File: config.mk
export PLATFORM = sky130hd
export DESIGN_NAME = ysyx_22051013_lsu_flat
export DESIGN_NICKNAME = d
export VERILOG_FILES = /design/src/rtl/ysyx_22051013_lsu_pkg.sv /design/src/rtl/ysyx_22051013_lsu_if.sv /design/src/rtl/ysyx_22051013_lsu_lane.sv /design/src/rtl/ysyx_22051013_lsu.sv /design/src/flat_wrapper.sv
export SDC_FILE = /design/constraint.sdc
export NUM_CORES = 1
export LEC_CHECK = 0
export ABC_AREA = 1
export CAP_MARGIN = 10
export CORE_AREA = 2 2 172 174
export DETAILED_ROUTE_END_ITERATION = 6
export DIE_AREA = 0 0 174 176
export HOLD_SLACK_MARGIN = 0.1
export PLACE_DENSITY = 0.81
export SETUP_SLACK_MARGIN = 0.02
export SYNTH_ARGS = -nofsm -noshare
export SYNTH_HDL_FRONTEND = slang
export SYNTH_SLANG_ARGS = --single-unit
File: constraint.sdc
create_clock -name clk -period 4.9 [get_ports clk]
set_input_delay 0.49 -clock clk [delete_from_list [all_inputs] [get_ports clk]]
set_output_delay 0.49 -clock clk [all_outputs]
set_load 0.005 [all_outputs]
File: src/rtl/ysyx_22051013_lsu_pkg.sv
// Shared types, op codes and decode helpers for the load/store unit.
package ysyx_22051013_lsu_pkg;

    // LSU control states
    typedef enum logic [1:0] {
        LSU_IDLE = 2'd0,
        LSU_REQ  = 2'd1,
        LSU_WAIT = 2'd2,
        LSU_DONE = 2'd3
    } lsu_state_e;

    // Access size codes
    typedef enum logic [1:0] {
        SZ_B = 2'd0,
        SZ_H = 2'd1,
        SZ_W = 2'd2,
        SZ_D = 2'd3
    } lsu_size_e;

    localparam int LSU_RSP_TIMEOUT = 256;

    // Execute-stage op codes seen by the LSU
    localparam logic [7:0] INST_ADD = 8'h01;
    localparam logic [7:0] INST_LB  = 8'h20;
    localparam logic [7:0] INST_LH  = 8'h21;
    localparam logic [7:0] INST_LW  = 8'h22;
    localparam logic [7:0] INST_LD  = 8'h23;
    localparam logic [7:0] INST_LBU = 8'h24;
    localparam logic [7:0] INST_LHU = 8'h25;
    localparam logic [7:0] INST_LWU = 8'h26;
    localparam logic [7:0] INST_SB  = 8'h28;
    localparam logic [7:0] INST_SH  = 8'h29;
    localparam logic [7:0] INST_SW  = 8'h2A;
    localparam logic [7:0] INST_SD  = 8'h2B;

    typedef struct packed {
        logic      is_mem;
        logic      is_store;
        logic      is_unsigned;
        lsu_size_e size;
    } lsu_dec_t;

    // Anything that is not a load or store is a pass-through op.
    function automatic lsu_dec_t lsu_decode(input logic [7:0] sel);
        lsu_dec_t d;
        d.is_mem      = 1'b1;
        d.is_store    = 1'b0;
        d.is_unsigned = 1'b0;
        d.size        = SZ_D;
        case (sel)
            INST_LB:  d.size = SZ_B;
            INST_LH:  d.size = SZ_H;
            INST_LW:  d.size = SZ_W;
            INST_LD:  d.size = SZ_D;
            INST_LBU: begin d.size = SZ_B; d.is_unsigned = 1'b1; end
            INST_LHU: begin d.size = SZ_H; d.is_unsigned = 1'b1; end
            INST_LWU: begin d.size = SZ_W; d.is_unsigned = 1'b1; end
            INST_SB:  begin d.size = SZ_B; d.is_store = 1'b1; end
            INST_SH:  begin d.size = SZ_H; d.is_store = 1'b1; end
            INST_SW:  begin d.size = SZ_W; d.is_store = 1'b1; end
            INST_SD:  begin d.size = SZ_D; d.is_store = 1'b1; end
            default:  d.is_mem = 1'b0;
        endcase
        return d;
    endfunction

    // An access is misaligned when it would straddle its natural boundary.
    function automatic logic lsu_misaligned(input lsu_size_e size, input logic [2:0] off);
        logic m;
        case (size)
            SZ_H:    m = off[0];
            SZ_W:    m = |off[1:0];
            SZ_D:    m = |off;
            default: m = 1'b0;
        endcase
        return m;
    endfunction

endpackage

File: src/rtl/ysyx_22051013_lsu_if.sv
// Execute, writeback and memory-bus signals of the LSU.
// master = the LSU itself; slave = the surrounding pipeline and memory.
interface ysyx_22051013_lsu_if;
    logic        in_valid;
    logic        in_ready;
    logic [7:0]  in_alu_sel;
    logic [63:0] in_alu_res;
    logic [63:0] in_store_data;
    logic [4:0]  in_rd;

    logic        out_valid;
    logic        out_ready;
    logic [63:0] out_data;
    logic [4:0]  out_rd;
    logic        out_wen;
    logic        out_err;

    logic        mem_req_valid;
    logic        mem_req_ready;
    logic [63:0] mem_req_addr;
    logic        mem_req_wen;
    logic [63:0] mem_req_wdata;
    logic [7:0]  mem_req_wstrb;
    logic        mem_rsp_valid;
    logic [63:0] mem_rsp_rdata;

    modport master (
        input  in_valid, in_alu_sel, in_alu_res, in_store_data, in_rd,
        output in_ready,
        output out_valid, out_data, out_rd, out_wen, out_err,
        input  out_ready,
        output mem_req_valid, mem_req_addr, mem_req_wen, mem_req_wdata, mem_req_wstrb,
        input  mem_req_ready, mem_rsp_valid, mem_rsp_rdata
    );

    modport slave (
        output in_valid, in_alu_sel, in_alu_res, in_store_data, in_rd,
        input  in_ready,
        input  out_valid, out_data, out_rd, out_wen, out_err,
        output out_ready,
        input  mem_req_valid, mem_req_addr, mem_req_wen, mem_req_wdata, mem_req_wstrb,
        output mem_req_ready, mem_rsp_valid, mem_rsp_rdata
    );
endinterface

File: src/rtl/ysyx_22051013_lsu_lane.sv
// Byte-lane steering: store data/strobes onto the 64-bit bus and
// load data off it with sign or zero extension. Purely combinational.
module ysyx_22051013_lsu_lane
    import ysyx_22051013_lsu_pkg::*;
(
    input  lsu_size_e   st_size_i,
    input  logic [2:0]  st_off_i,
    input  logic [63:0] st_data_i,
    output logic [7:0]  st_wstrb_o,
    output logic [63:0] st_wdata_o,
    input  lsu_size_e   ld_size_i,
    input  logic [2:0]  ld_off_i,
    input  logic        ld_unsigned_i,
    input  logic [63:0] ld_rdata_i,
    output logic [63:0] ld_data_o
);

    function automatic logic [7:0] store_strb(input lsu_size_e size, input logic [2:0] off);
        logic [7:0] base;
        case (size)
            SZ_B:    base = 8'h01;
            SZ_H:    base = 8'h03;
            SZ_W:    base = 8'h0F;
            default: base = 8'hFF;
        endcase
        return base << off;
    endfunction

    function automatic logic [63:0] load_extract(input logic [63:0] rdata, input lsu_size_e size,
                                                 input logic [2:0] off, input logic uns);
        logic [63:0] lane;
        logic [63:0] res;
        lane = rdata >> {off, 3'b000};
        case (size)
            SZ_B:    res = uns ? {56'd0, lane[7:0]}  : {{56{lane[7]}},  lane[7:0]};
            SZ_H:    res = uns ? {48'd0, lane[15:0]} : {{48{lane[15]}}, lane[15:0]};
            SZ_W:    res = uns ? {32'd0, lane[31:0]} : {{32{lane[31]}}, lane[31:0]};
            default: res = lane;
        endcase
        return res;
    endfunction

    // Steer both directions from the current size/offset
    always_comb begin
        st_wstrb_o = store_strb(st_size_i, st_off_i);
        st_wdata_o = st_data_i << {st_off_i, 3'b000};
        ld_data_o  = load_extract(ld_rdata_i, ld_size_i, ld_off_i, ld_unsigned_i);
    end

endmodule

File: src/rtl/ysyx_22051013_lsu.sv
// Load/store unit: one op in flight, IDLE -> REQ -> WAIT -> DONE.
// Non-memory and misaligned ops skip the bus and complete the next cycle.
module ysyx_22051013_lsu
    import ysyx_22051013_lsu_pkg::*;
#(
    parameter int RSP_TIMEOUT = LSU_RSP_TIMEOUT
) (
    input logic                     clk,
    input logic                     rst,
    ysyx_22051013_lsu_if.master     bus
);

    localparam int CNT_W = $clog2(RSP_TIMEOUT + 1);

    lsu_state_e  state_q;
    lsu_size_e   size_q;
    logic [2:0]  off_q;
    logic        uns_q;
    logic        store_q;
    logic [CNT_W-1:0] cnt_q, cnt_d;
    logic        timeout_d;

    logic        mem_req_valid_q, mem_req_wen_q;
    logic [63:0] mem_req_addr_q, mem_req_wdata_q;
    logic [7:0]  mem_req_wstrb_q;
    logic        out_valid_q, out_wen_q, out_err_q;
    logic [63:0] out_data_q;
    logic [4:0]  out_rd_q;

    lsu_dec_t    in_dec;
    logic [7:0]  st_wstrb;
    logic [63:0] st_wdata, ld_data;

    assign in_dec = lsu_decode(bus.in_alu_sel);

    ysyx_22051013_lsu_lane u_lane (
        .st_size_i     (in_dec.size),
        .st_off_i      (bus.in_alu_res[2:0]),
        .st_data_i     (bus.in_store_data),
        .st_wstrb_o    (st_wstrb),
        .st_wdata_o    (st_wdata),
        .ld_size_i     (size_q),
        .ld_off_i      (off_q),
        .ld_unsigned_i (uns_q),
        .ld_rdata_i    (bus.mem_rsp_rdata),
        .ld_data_o     (ld_data)
    );

    // Response-wait counter: the op times out on the RSP_TIMEOUT-th silent WAIT cycle
    always_comb begin
        cnt_d     = cnt_q + 1'b1;
        timeout_d = (cnt_d == CNT_W'(RSP_TIMEOUT));
    end

    // Control FSM with registered bus and writeback outputs
    always_ff @(posedge clk or negedge rst) begin
        if (!rst) begin
            state_q         <= LSU_IDLE;
            size_q          <= SZ_B;
            off_q           <= 3'd0;
            uns_q           <= 1'b0;
            store_q         <= 1'b0;
            cnt_q           <= '0;
            mem_req_valid_q <= 1'b0;
            mem_req_wen_q   <= 1'b0;
            mem_req_addr_q  <= 64'd0;
            mem_req_wdata_q <= 64'd0;
            mem_req_wstrb_q <= 8'd0;
            out_valid_q     <= 1'b0;
            out_wen_q       <= 1'b0;
            out_err_q       <= 1'b0;
            out_data_q      <= 64'd0;
            out_rd_q        <= 5'd0;
        end else begin
            case (state_q)
                LSU_IDLE: begin
                    if (bus.in_valid) begin
                        size_q   <= in_dec.size;
                        off_q    <= bus.in_alu_res[2:0];
                        uns_q    <= in_dec.is_unsigned;
                        store_q  <= in_dec.is_store;
                        out_rd_q <= bus.in_rd;
                        if (!in_dec.is_mem) begin
                            out_valid_q <= 1'b1;
                            out_data_q  <= bus.in_alu_res;
                            out_wen_q   <= (bus.in_rd != 5'd0);
                            out_err_q   <= 1'b0;
                            state_q     <= LSU_DONE;
                        end else if (lsu_misaligned(in_dec.size, bus.in_alu_res[2:0])) begin
                            out_valid_q <= 1'b1;
                            out_data_q  <= 64'd0;
                            out_wen_q   <= 1'b0;
                            out_err_q   <= 1'b1;
                            state_q     <= LSU_DONE;
                        end else begin
                            mem_req_valid_q <= 1'b1;
                            mem_req_addr_q  <= {bus.in_alu_res[63:3], 3'b000};
                            mem_req_wen_q   <= in_dec.is_store;
                            mem_req_wdata_q <= in_dec.is_store ? st_wdata : 64'd0;
                            mem_req_wstrb_q <= in_dec.is_store ? st_wstrb : 8'd0;
                            state_q         <= LSU_REQ;
                        end
                    end
                end
                LSU_REQ: begin
                    if (bus.mem_req_ready) begin
                        mem_req_valid_q <= 1'b0;
                        cnt_q           <= '0;
                        state_q         <= LSU_WAIT;
                    end
                end
                LSU_WAIT: begin
                    if (bus.mem_rsp_valid) begin
                        out_valid_q <= 1'b1;
                        out_data_q  <= store_q ? 64'd0 : ld_data;
                        out_wen_q   <= !store_q && (out_rd_q != 5'd0);
                        out_err_q   <= 1'b0;
                        state_q     <= LSU_DONE;
                    end else if (timeout_d) begin
                        out_valid_q <= 1'b1;
                        out_data_q  <= 64'd0;
                        out_wen_q   <= 1'b0;
                        out_err_q   <= 1'b1;
                        state_q     <= LSU_DONE;
                    end else begin
                        cnt_q <= cnt_d;
                    end
                end
                LSU_DONE: begin
                    if (bus.out_ready) begin
                        out_valid_q <= 1'b0;
                        out_err_q   <= 1'b0;
                        state_q     <= LSU_IDLE;
                    end
                end
                default: state_q <= LSU_IDLE;
            endcase
        end
    end

    assign bus.in_ready      = rst && (state_q == LSU_IDLE);
    assign bus.mem_req_valid = mem_req_valid_q;
    assign bus.mem_req_addr  = mem_req_addr_q;
    assign bus.mem_req_wen   = mem_req_wen_q;
    assign bus.mem_req_wdata = mem_req_wdata_q;
    assign bus.mem_req_wstrb = mem_req_wstrb_q;
    assign bus.out_valid     = out_valid_q;
    assign bus.out_data      = out_data_q;
    assign bus.out_rd        = out_rd_q;
    assign bus.out_wen       = out_wen_q;
    assign bus.out_err       = out_err_q;

endmodule

File: src/flat_wrapper.sv
// flat-port wrapper written by rule: the top's interface ports become plain ports
module ysyx_22051013_lsu_flat import ysyx_22051013_lsu_pkg::*;
#(
    parameter int RSP_TIMEOUT = LSU_RSP_TIMEOUT
)
  (clk, rst, bus_in_valid, bus_in_alu_sel, bus_in_alu_res, bus_in_store_data, bus_in_rd, bus_in_ready, bus_out_valid, bus_out_data, bus_out_rd, bus_out_wen, bus_out_err, bus_out_ready, bus_mem_req_valid, bus_mem_req_addr, bus_mem_req_wen, bus_mem_req_wdata, bus_mem_req_wstrb, bus_mem_req_ready, bus_mem_rsp_valid, bus_mem_rsp_rdata);
  ysyx_22051013_lsu_if bus_i ();
  input logic clk;
  input logic rst;
  input wire logic [$bits(bus_i.in_valid)-1:0] bus_in_valid;
  input wire logic [$bits(bus_i.in_alu_sel)-1:0] bus_in_alu_sel;
  input wire logic [$bits(bus_i.in_alu_res)-1:0] bus_in_alu_res;
  input wire logic [$bits(bus_i.in_store_data)-1:0] bus_in_store_data;
  input wire logic [$bits(bus_i.in_rd)-1:0] bus_in_rd;
  output wire logic [$bits(bus_i.in_ready)-1:0] bus_in_ready;
  output wire logic [$bits(bus_i.out_valid)-1:0] bus_out_valid;
  output wire logic [$bits(bus_i.out_data)-1:0] bus_out_data;
  output wire logic [$bits(bus_i.out_rd)-1:0] bus_out_rd;
  output wire logic [$bits(bus_i.out_wen)-1:0] bus_out_wen;
  output wire logic [$bits(bus_i.out_err)-1:0] bus_out_err;
  input wire logic [$bits(bus_i.out_ready)-1:0] bus_out_ready;
  output wire logic [$bits(bus_i.mem_req_valid)-1:0] bus_mem_req_valid;
  output wire logic [$bits(bus_i.mem_req_addr)-1:0] bus_mem_req_addr;
  output wire logic [$bits(bus_i.mem_req_wen)-1:0] bus_mem_req_wen;
  output wire logic [$bits(bus_i.mem_req_wdata)-1:0] bus_mem_req_wdata;
  output wire logic [$bits(bus_i.mem_req_wstrb)-1:0] bus_mem_req_wstrb;
  input wire logic [$bits(bus_i.mem_req_ready)-1:0] bus_mem_req_ready;
  input wire logic [$bits(bus_i.mem_rsp_valid)-1:0] bus_mem_rsp_valid;
  input wire logic [$bits(bus_i.mem_rsp_rdata)-1:0] bus_mem_rsp_rdata;
  assign bus_i.in_valid = bus_in_valid;
  assign bus_i.in_alu_sel = bus_in_alu_sel;
  assign bus_i.in_alu_res = bus_in_alu_res;
  assign bus_i.in_store_data = bus_in_store_data;
  assign bus_i.in_rd = bus_in_rd;
  assign bus_in_ready = bus_i.in_ready;
  assign bus_out_valid = bus_i.out_valid;
  assign bus_out_data = bus_i.out_data;
  assign bus_out_rd = bus_i.out_rd;
  assign bus_out_wen = bus_i.out_wen;
  assign bus_out_err = bus_i.out_err;
  assign bus_i.out_ready = bus_out_ready;
  assign bus_mem_req_valid = bus_i.mem_req_valid;
  assign bus_mem_req_addr = bus_i.mem_req_addr;
  assign bus_mem_req_wen = bus_i.mem_req_wen;
  assign bus_mem_req_wdata = bus_i.mem_req_wdata;
  assign bus_mem_req_wstrb = bus_i.mem_req_wstrb;
  assign bus_i.mem_req_ready = bus_mem_req_ready;
  assign bus_i.mem_rsp_valid = bus_mem_rsp_valid;
  assign bus_i.mem_rsp_rdata = bus_mem_rsp_rdata;
  ysyx_22051013_lsu #(.RSP_TIMEOUT(RSP_TIMEOUT)) u_core (.clk(clk), .rst(rst), .bus(bus_i));
endmodule
Word level (Yosys, flattened, before mapping)
Cells that the tools add are included.
{"block": "word_totals", "reg_bits": 225, "inputBits": 211, "out_inout_bits": 211, "elab_cells": 133}
{"block": "op_classes", "addsub": 1, "n_eq_ne": 29, "shifts": 3, "n_mux": 56, "n_bitwise": 1, "reduce_logical": 27}
{"op": "two-way mux 64 bit", "count": 10}
{"op": "one-hot mux 64 bit (3 select lines)", "count": 1}
{"op": "one-hot mux 64 bit (2 select lines)", "count": 1}
{"op": "== test 8 x 6 -> 1 bit, second input constant", "count": 11}
{"op": "<< shifter 64 x 6 -> 64 bit", "count": 1}
{"op": ">> shifter 64 x 6 -> 64 bit", "count": 1}
{"op": "two-way mux 9 bit", "count": 3}
{"op": "two-way mux 1 bit", "count": 24}
{"op": "one-hot mux 8 bit (3 select lines)", "count": 1}
{"op": "one-hot mux 9 bit (2 select lines)", "count": 1}
{"op": "AND reduction 4 bit", "count": 4}
{"op": "OR reduction 3 bit", "count": 5}
{"op": "two-way mux 2 bit", "count": 7}
{"op": "!= test 2 bit, second input constant", "count": 6}
{"op": "OR reduction 11 bit", "count": 1}
{"op": "== test 2 bit, second input constant", "count": 5}
{"op": "AND reduction 5 bit", "count": 2}
{"op": "nonzero test 5 bit", "count": 2}
{"op": "adder 9 x 1 -> 9 bit, second input constant", "count": 1}
{"op": "== test 9 bit, second input constant", "count": 1}
{"op": "one-hot mux 1 bit (3 select lines)", "count": 3}
{"op": "two-way mux 8 bit", "count": 1}
{"op": "one-hot mux 2 bit (4 select lines)", "count": 1}
{"op": "<< shifter 8 x 3 -> 8 bit", "count": 1}
{"op": "15 further kinds", "count": 23}

Depth between registers and ports, before layout
{"block": "depth", "word_depth": 12, "depth_mapped": 15, "depth_no_buf": 13}

By module
From an unflattened synthesis, not the netlist that was laid out.
{"block": "hier_totals", "cells_unflattened": 2189, "area_unflattened_um2": 14569.0}
{"module": "ysyx_22051013_lsu", "n_inst": 1, "cells_each": 1328, "area_per_inst_um2": 10526.3, "seq_area_each_um2": 5630.4}
{"module": "ysyx_22051013_lsu_lane", "n_inst": 1, "cells_each": 861, "area_per_inst_um2": 4042.6, "seq_area_each_um2": 0.0}

Worst setup path before layout
No wires, ideal clock.
{"block": "synth_timing", "path_type": "input-to-reg", "start": "input port bus_in_alu_res[1]", "end": "register u_core.mem_req_wdata_q[21] (netlist: u_core.bus.mem_req_wdata[21])", "setup_ns": 0.135, "arrival_time_ns": 1.745, "required_time_ns": 4.765, "slack_ns": 3.020, "path_stages": 13, "path_buffers": 3, "cell_sequence": "buf_4 -> nor2_8 -> nand2_1 -> o21ai_0 -> nand3_1 -> inv_1 -> nand2_1 -> nor2_2 -> inv_2 -> buf_4 -> buf_2 -> nand2_1 -> o31ai_1"}
{"block": "synth_between", "elab_chain_cells": 7, "word_cells_on_any_way": 10, "classes_between": "shift (1); mux (5); bitwise (1); reduce/logical (3)"}
{"element": "from (decl)", "line_no": "flat_wrapper.sv:12", "text": "input wire logic [$bits(bus_i.in_alu_res)-1:0] bus_in_alu_res;"}
{"element": "OR reduction 3 bit / OR reduction 2 bit (equally long branches)", "line_no": "ysyx_22051013_lsu_pkg.sv:73, ysyx_22051013_lsu_pkg.sv:72"}
{"element": "one-hot mux 1 bit (3 select lines)", "line_no": "ysyx_22051013_lsu_pkg.sv:70", "text": "case (size)"}
{"element": "two-way mux 1 bit", "line_no": "ysyx_22051013_lsu.sv:83", "text": "if (!in_dec.is_mem) begin"}
{"element": "two-way mux 1 bit", "line_no": "ysyx_22051013_lsu.sv:77", "text": "if (bus.in_valid) begin"}
{"element": "two-way mux 1 bit", "line_no": "ysyx_22051013_lsu.sv:75", "text": "case (state_q)"}
{"element": "NOT 1 bit (no source line)"}
{"element": "AND reduction 4 bit (no source line)"}
{"element": "to (signal assigned)", "line_no": "ysyx_22051013_lsu.sv:99", "text": "mem_req_wdata_q <= in_dec.is_store ? st_wdata : 64'd0;"}
{"element": "to (decl)", "line_no": "ysyx_22051013_lsu.sv:24", "text": "logic [63:0] mem_req_addr_q, mem_req_wdata_q;"}
Several ways; a longest one is shown, not always the timed one. The select of a mux whose other input is x is not followed.
A chain may end at the register's enable or synchronous reset.

Final worst setup path
{"block": "layout_timing", "start": "register u_core.state_q[0]", "end": "register u_core.out_data_q[53] (netlist: u_core.bus.out_data[53])"}
{"block": "layout_between", "elab_chain_cells": 3, "word_cells_on_any_way": 8, "classes_between": "eq/ne (4); mux (1); reduce/logical (3)"}
{"element": "from (decl)", "line_no": "ysyx_22051013_lsu.sv:15", "text": "lsu_state_e state_q;"}
{"element": "from (signal assigned)", "line_no": "ysyx_22051013_lsu.sv:58", "text": "state_q <= LSU_IDLE;"}
{"element": "from (signal assigned)", "line_no": "ysyx_22051013_lsu.sv:88", "text": "state_q <= LSU_DONE;"}
{"element": "from (signal assigned)", "line_no": "ysyx_22051013_lsu.sv:94", "text": "state_q <= LSU_DONE;"}
{"element": "== test 2 bit / zero test 2 bit (equally long branches)", "line_no": "ysyx_22051013_lsu.sv:75"}
{"element": "!= test 3 x 2 -> 1 bit (no source line), or another cell as far along"}
{"element": "AND reduction 4 bit (no source line)"}
{"element": "to (signal assigned)", "line_no": "ysyx_22051013_lsu.sv:85", "text": "out_data_q <= bus.in_alu_res;"}
{"element": "to (signal assigned)", "line_no": "ysyx_22051013_lsu.sv:115", "text": "out_data_q <= store_q ? 64'd0 : ld_data;"}
{"element": "to (decl)", "line_no": "ysyx_22051013_lsu.sv:27", "text": "logic [63:0] out_data_q;"}
Several ways; a longest one is shown, not always the timed one.

==> results.sh <==
export IMPL_p_leak_nw=9.20
export IMPL_die_x_um=174
export IMPL_combinationalPowerShare_pct=47.9
export IMPL_rows=62
export IMPL_avgSynthCellArea_um2=6.76
export IMPL_place_area_mm2=0.0177
export IMPL_multiInputGateArea_mm2=0.00690
export IMPL_cts_tree="built"
export IMPL_cts_num_sinks=225
export IMPL_hp_class="reg -> reg"
export IMPL_cts_clk_slew_worst_paths_ps=60
export IMPL_status="finished, final reports clean"
export IMPL_critical_path_startpoint="u_core.state_q[0]$_DFFE_PN0P_"
export IMPL_powerDensity_mw_per_mm2=471
export IMPL_min_delay_start="u_core.bus.mem_req_addr[56]$_DFFE_PN0P_"
export IMPL_io_pins=422
export IMPL_power_total_mw=8.82
export IMPL_grt_overflow=0
export IMPL_place_congestion=0.984
export IMPL_dr_pass1_iters=6
export IMPL_synth_cell_type_count=43
export IMPL_p_int_mw=5.07
export IMPL_start_util_pct=47.7
export IMPL_setup_viol=0
export IMPL_cp_arrival_ps=3660
export IMPL_finalNetCount=2562
export IMPL_period_needed_ps=3180
export IMPL_sw_frac_of_total_pct=42.5
export IMPL_hold_viol=0
export IMPL_finalInstanceArea_mm2=0.0187
export IMPL_final_antenna_net_count=0
export IMPL_grt_usage_pct=34.9
export IMPL_hold_buffers=1
export IMPL_max_slew_margin_pct=25.3
export IMPL_startpoint_type="flip-flop"
export IMPL_cts_setup_buffers=0
export IMPL_holdWs_ps=467
export IMPL_grt_pass1_vias=14500
export IMPL_dp_cells=2701
export IMPL_insertion_delay_ps=550
export IMPL_crit_path_end_kind="flip-flop"
export IMPL_p_switching_mw=3.75
export IMPL_final_cells=2754
export IMPL_tightest_slew_ps=1120
export IMPL_cap_violations=0
export IMPL_grt_max_degree=135
export IMPL_period_share_pct=64.8
export IMPL_cts_resized=0
export IMPL_area_sequential_mm2=0.00563
export IMPL_grt_pass1_wl_mm=84.2
export IMPL_area_growth_pct=37.2
export IMPL_synthFlopType="dfrtp_1"
export IMPL_pwr_share_clk_pct=24.1
export IMPL_synth_edff_count=0
export IMPL_via_per_inst=5.58
export IMPL_maxClockFrequency_mhz=315
export IMPL_postSynthCellCount=2016
export IMPL_synthArstFlopShare_pct=100
export IMPL_grt_antenna_before_repair=4
export IMPL_root_buffer="clkbuf_16"
export IMPL_synth_area_mm2=0.0136
export IMPL_fin_tns_setup_ps=0
export IMPL_reg2reg_from="u_core.state_q[0]$_DFFE_PN0P_"
export IMPL_wl_per_cell_um=20.1
export IMPL_seqPwrFrac_pct=28.0
export IMPL_slew_viol_final=0
export IMPL_ys_seq_elements=225
export IMPL_drive_gt1_share_pct=4.06
export IMPL_synth_seq_area_share_pct=41.3
export IMPL_yosysWarnings=0
export IMPL_core_area_mm2=0.0285
export IMPL_rsz0062_at_grt="no"
export IMPL_vias=15400
export IMPL_crit_type="reg -> reg"
export IMPL_path_max_fanout=31
export IMPL_htree_levels=1
export IMPL_drt_total_wl_mm=55.3
export IMPL_drt_initial_drc_count=1657
export IMPL_drc=0
export IMPL_cp_required_ps=5380
export IMPL_nFillCells=2501
export IMPL_hpwl_mm=40.4
export IMPL_fin_skew_ps=11.8
export IMPL_die_area_mm2=0.0306
export IMPL_die_height_um=176
export IMPL_clockBufferDepth=3
export IMPL_vdd_ir_drop_max_mv=0.254
export IMPL_numCtsBuffers=26
export IMPL_portBuffers=418
==> cell usage after synthesis (2+ instances only) <==
library cell	number	area share, %
nor2_1	78	2.1
a31o_2	2	0.13
o22ai_1	6	0.28
nand4_1	6	0.28
nand2_4	2	0.17
o311ai_0	3	0.19
a31oi_1	8	0.37
buf_6	15	1.2
buf_2	53	1.9
nand2_1	933	26
buf_1	16	0.44
a221oi_1	15	0.96
a21boi_0	2	0.11
ha_1	5	0.46
o21a_1	11	0.61
inv_2	7	0.19
o31ai_1	29	1.6
nor2_2	3	0.14
o21bai_1	2	0.11
or2_2	3	0.14
o21ai_1	15	0.55
o21ai_0	183	6.7
nor3_1	4	0.15
nand3_2	4	0.29
clkinv_1	2	0.055
a2bb2oi_1	2	0.13
a22oi_1	8	0.44
a21oi_1	69	2.5
dfrtp_1	225	41
nand3_1	139	5.1
nor2_8	2	0.29
clkbuf_1	47	1.3
buf_4	9	0.50
inv_1	91	2.5
o211ai_1	9	0.50
==> path summary, 6_finish.rpt <==
| check | to | slack, ps | cells past startpoint |
|---|---|---|---|
| max | u_core.bus.out_data[53]$_DFFE_PN0P_ | 1720 | 10 |
| min | u_core.bus.mem_req_addr[56]$_DFFE_PN0P_ | 470 | 2 |
| max reg2reg | u_core.bus.out_data[53]$_DFFE_PN0P_ | 1720 | 10 |
| min reg2reg | u_core.bus.mem_req_addr[56]$_DFFE_PN0P_ | 470 | 2 |
| max in group asynchronous | u_core.bus.mem_req_addr[5]$_DFFE_PN0P_ | 3190 | 3 |
| min in group asynchronous | u_core.bus.mem_req_addr[20]$_DFFE_PN0P_ | 530 | 2 |
==> metal layers <==
metal,up-vias,routed length [µm],GRT usage (%)
li1,7175,-,-
met1,7210,21300,43.5
met2,866,26200,58.6
met3,130,5240,8.14
met4,0,2520,14.5
met5,-,0,0
==> flip-flops by register name, indices dropped and copies added (netlist names), 2 cells and up <==
register	flops
u_core.bus.mem_req_wstrb	8
u_core.off_q	3
u_core.bus.out_data	64
u_core.cnt_q	9
u_core.bus.out_rd	5
u_core.bus.mem_req_addr	61
u_core.bus.mem_req_wdata	64
u_core.state_q	2
u_core.size_q	2
==> area by class of cell <==
type	count	area share (%)
clock buffer	36	4.11
sequential	225	30.1
inverter	100	2.02
multi-input combinational	1553	36.9
tap	384	2.57
clock inverter	12	0.950
antenna	4	0.0535
timing repair buffer	440	23.3
==> cells in the final DEF (no fill, tap or decap), types with 3 or more instances in the layout <==
cell type        Yosys  layout
buf_4                9      20
inv_1               91      90
nor2_1              78      78
o311ai_0             3       3
o21ai_1             15      15
nand2_1            933     933
diode_2              0       4
a221oi_1            15      15
o21ai_0            183     183
or2_2                3       3
o211ai_1             9       9
clkinv_2             0       6
bufinv_16            0       4
o31ai_1             29      29
clkbuf_8             0       8
a31oi_1              8       8
a21oi_1             69      69
o22ai_1              6       6
dfrtp_1            225     225
inv_2                7       7
clkdlybuf4s50_1      0     415
o21a_1              11      11
nand4_1              6       6
nand3_2              4       4
nor3_1               4       4
ha_1                 5       5
conb_1               1       3
nand3_1            139     139
clkbuf_16            0      26
a22oi_1              8       8
==> power by group through the flow <==
stage | sequential (mW) | clock [mW] | combinational [mW]
floorplan | 2.46 | 0 | 2.62
global placement | 2.48 | 0 | 4.07
detailed placement | 2.48 | 0 | 4.15
CTS | 2.46 | 2.15 | 4.18
global route | 2.50 | 2.21 | 4.63
finish | 2.47 | 2.13 | 4.22
==> cell families (layout without fill, tap and decap cells) <==
group | after synthesis | in the layout | synth area share [%]
AOI/OAI and AO/OA | 366 | 366 | 15.3
adders and majority gates | 5 | 5 | 0.459
buffers and inverters | 240 | 588 | 8.17
DFF | 225 | 225 | 41.3
muxes | 1 | 1 | 0.0734
other | 1 | 7 | 0.0275
and+or+nand+nor | 1178 | 1178 | 34.6
==> per-stage QoR <==
stage	util, %	setup slack [ps]
final	65.5	1720
after global routing	65.5	1520
after CTS	65.5	1790
after detailed placement	62.1	1340
after global placement	62.1	1560
after floorplan	-	3020
==> worst max-delay path: stages (launching register included) <==
cell	delay (ps)
dfrtp_1	410
inv_1	80
ha_1	290
inv_1	170
nand2_1	420
inv_1	990
buf_4	390
nand2_1	90
nand2_1	70
nand2_1	60
nand2_1	100
(Power assumes the default switching activity.)
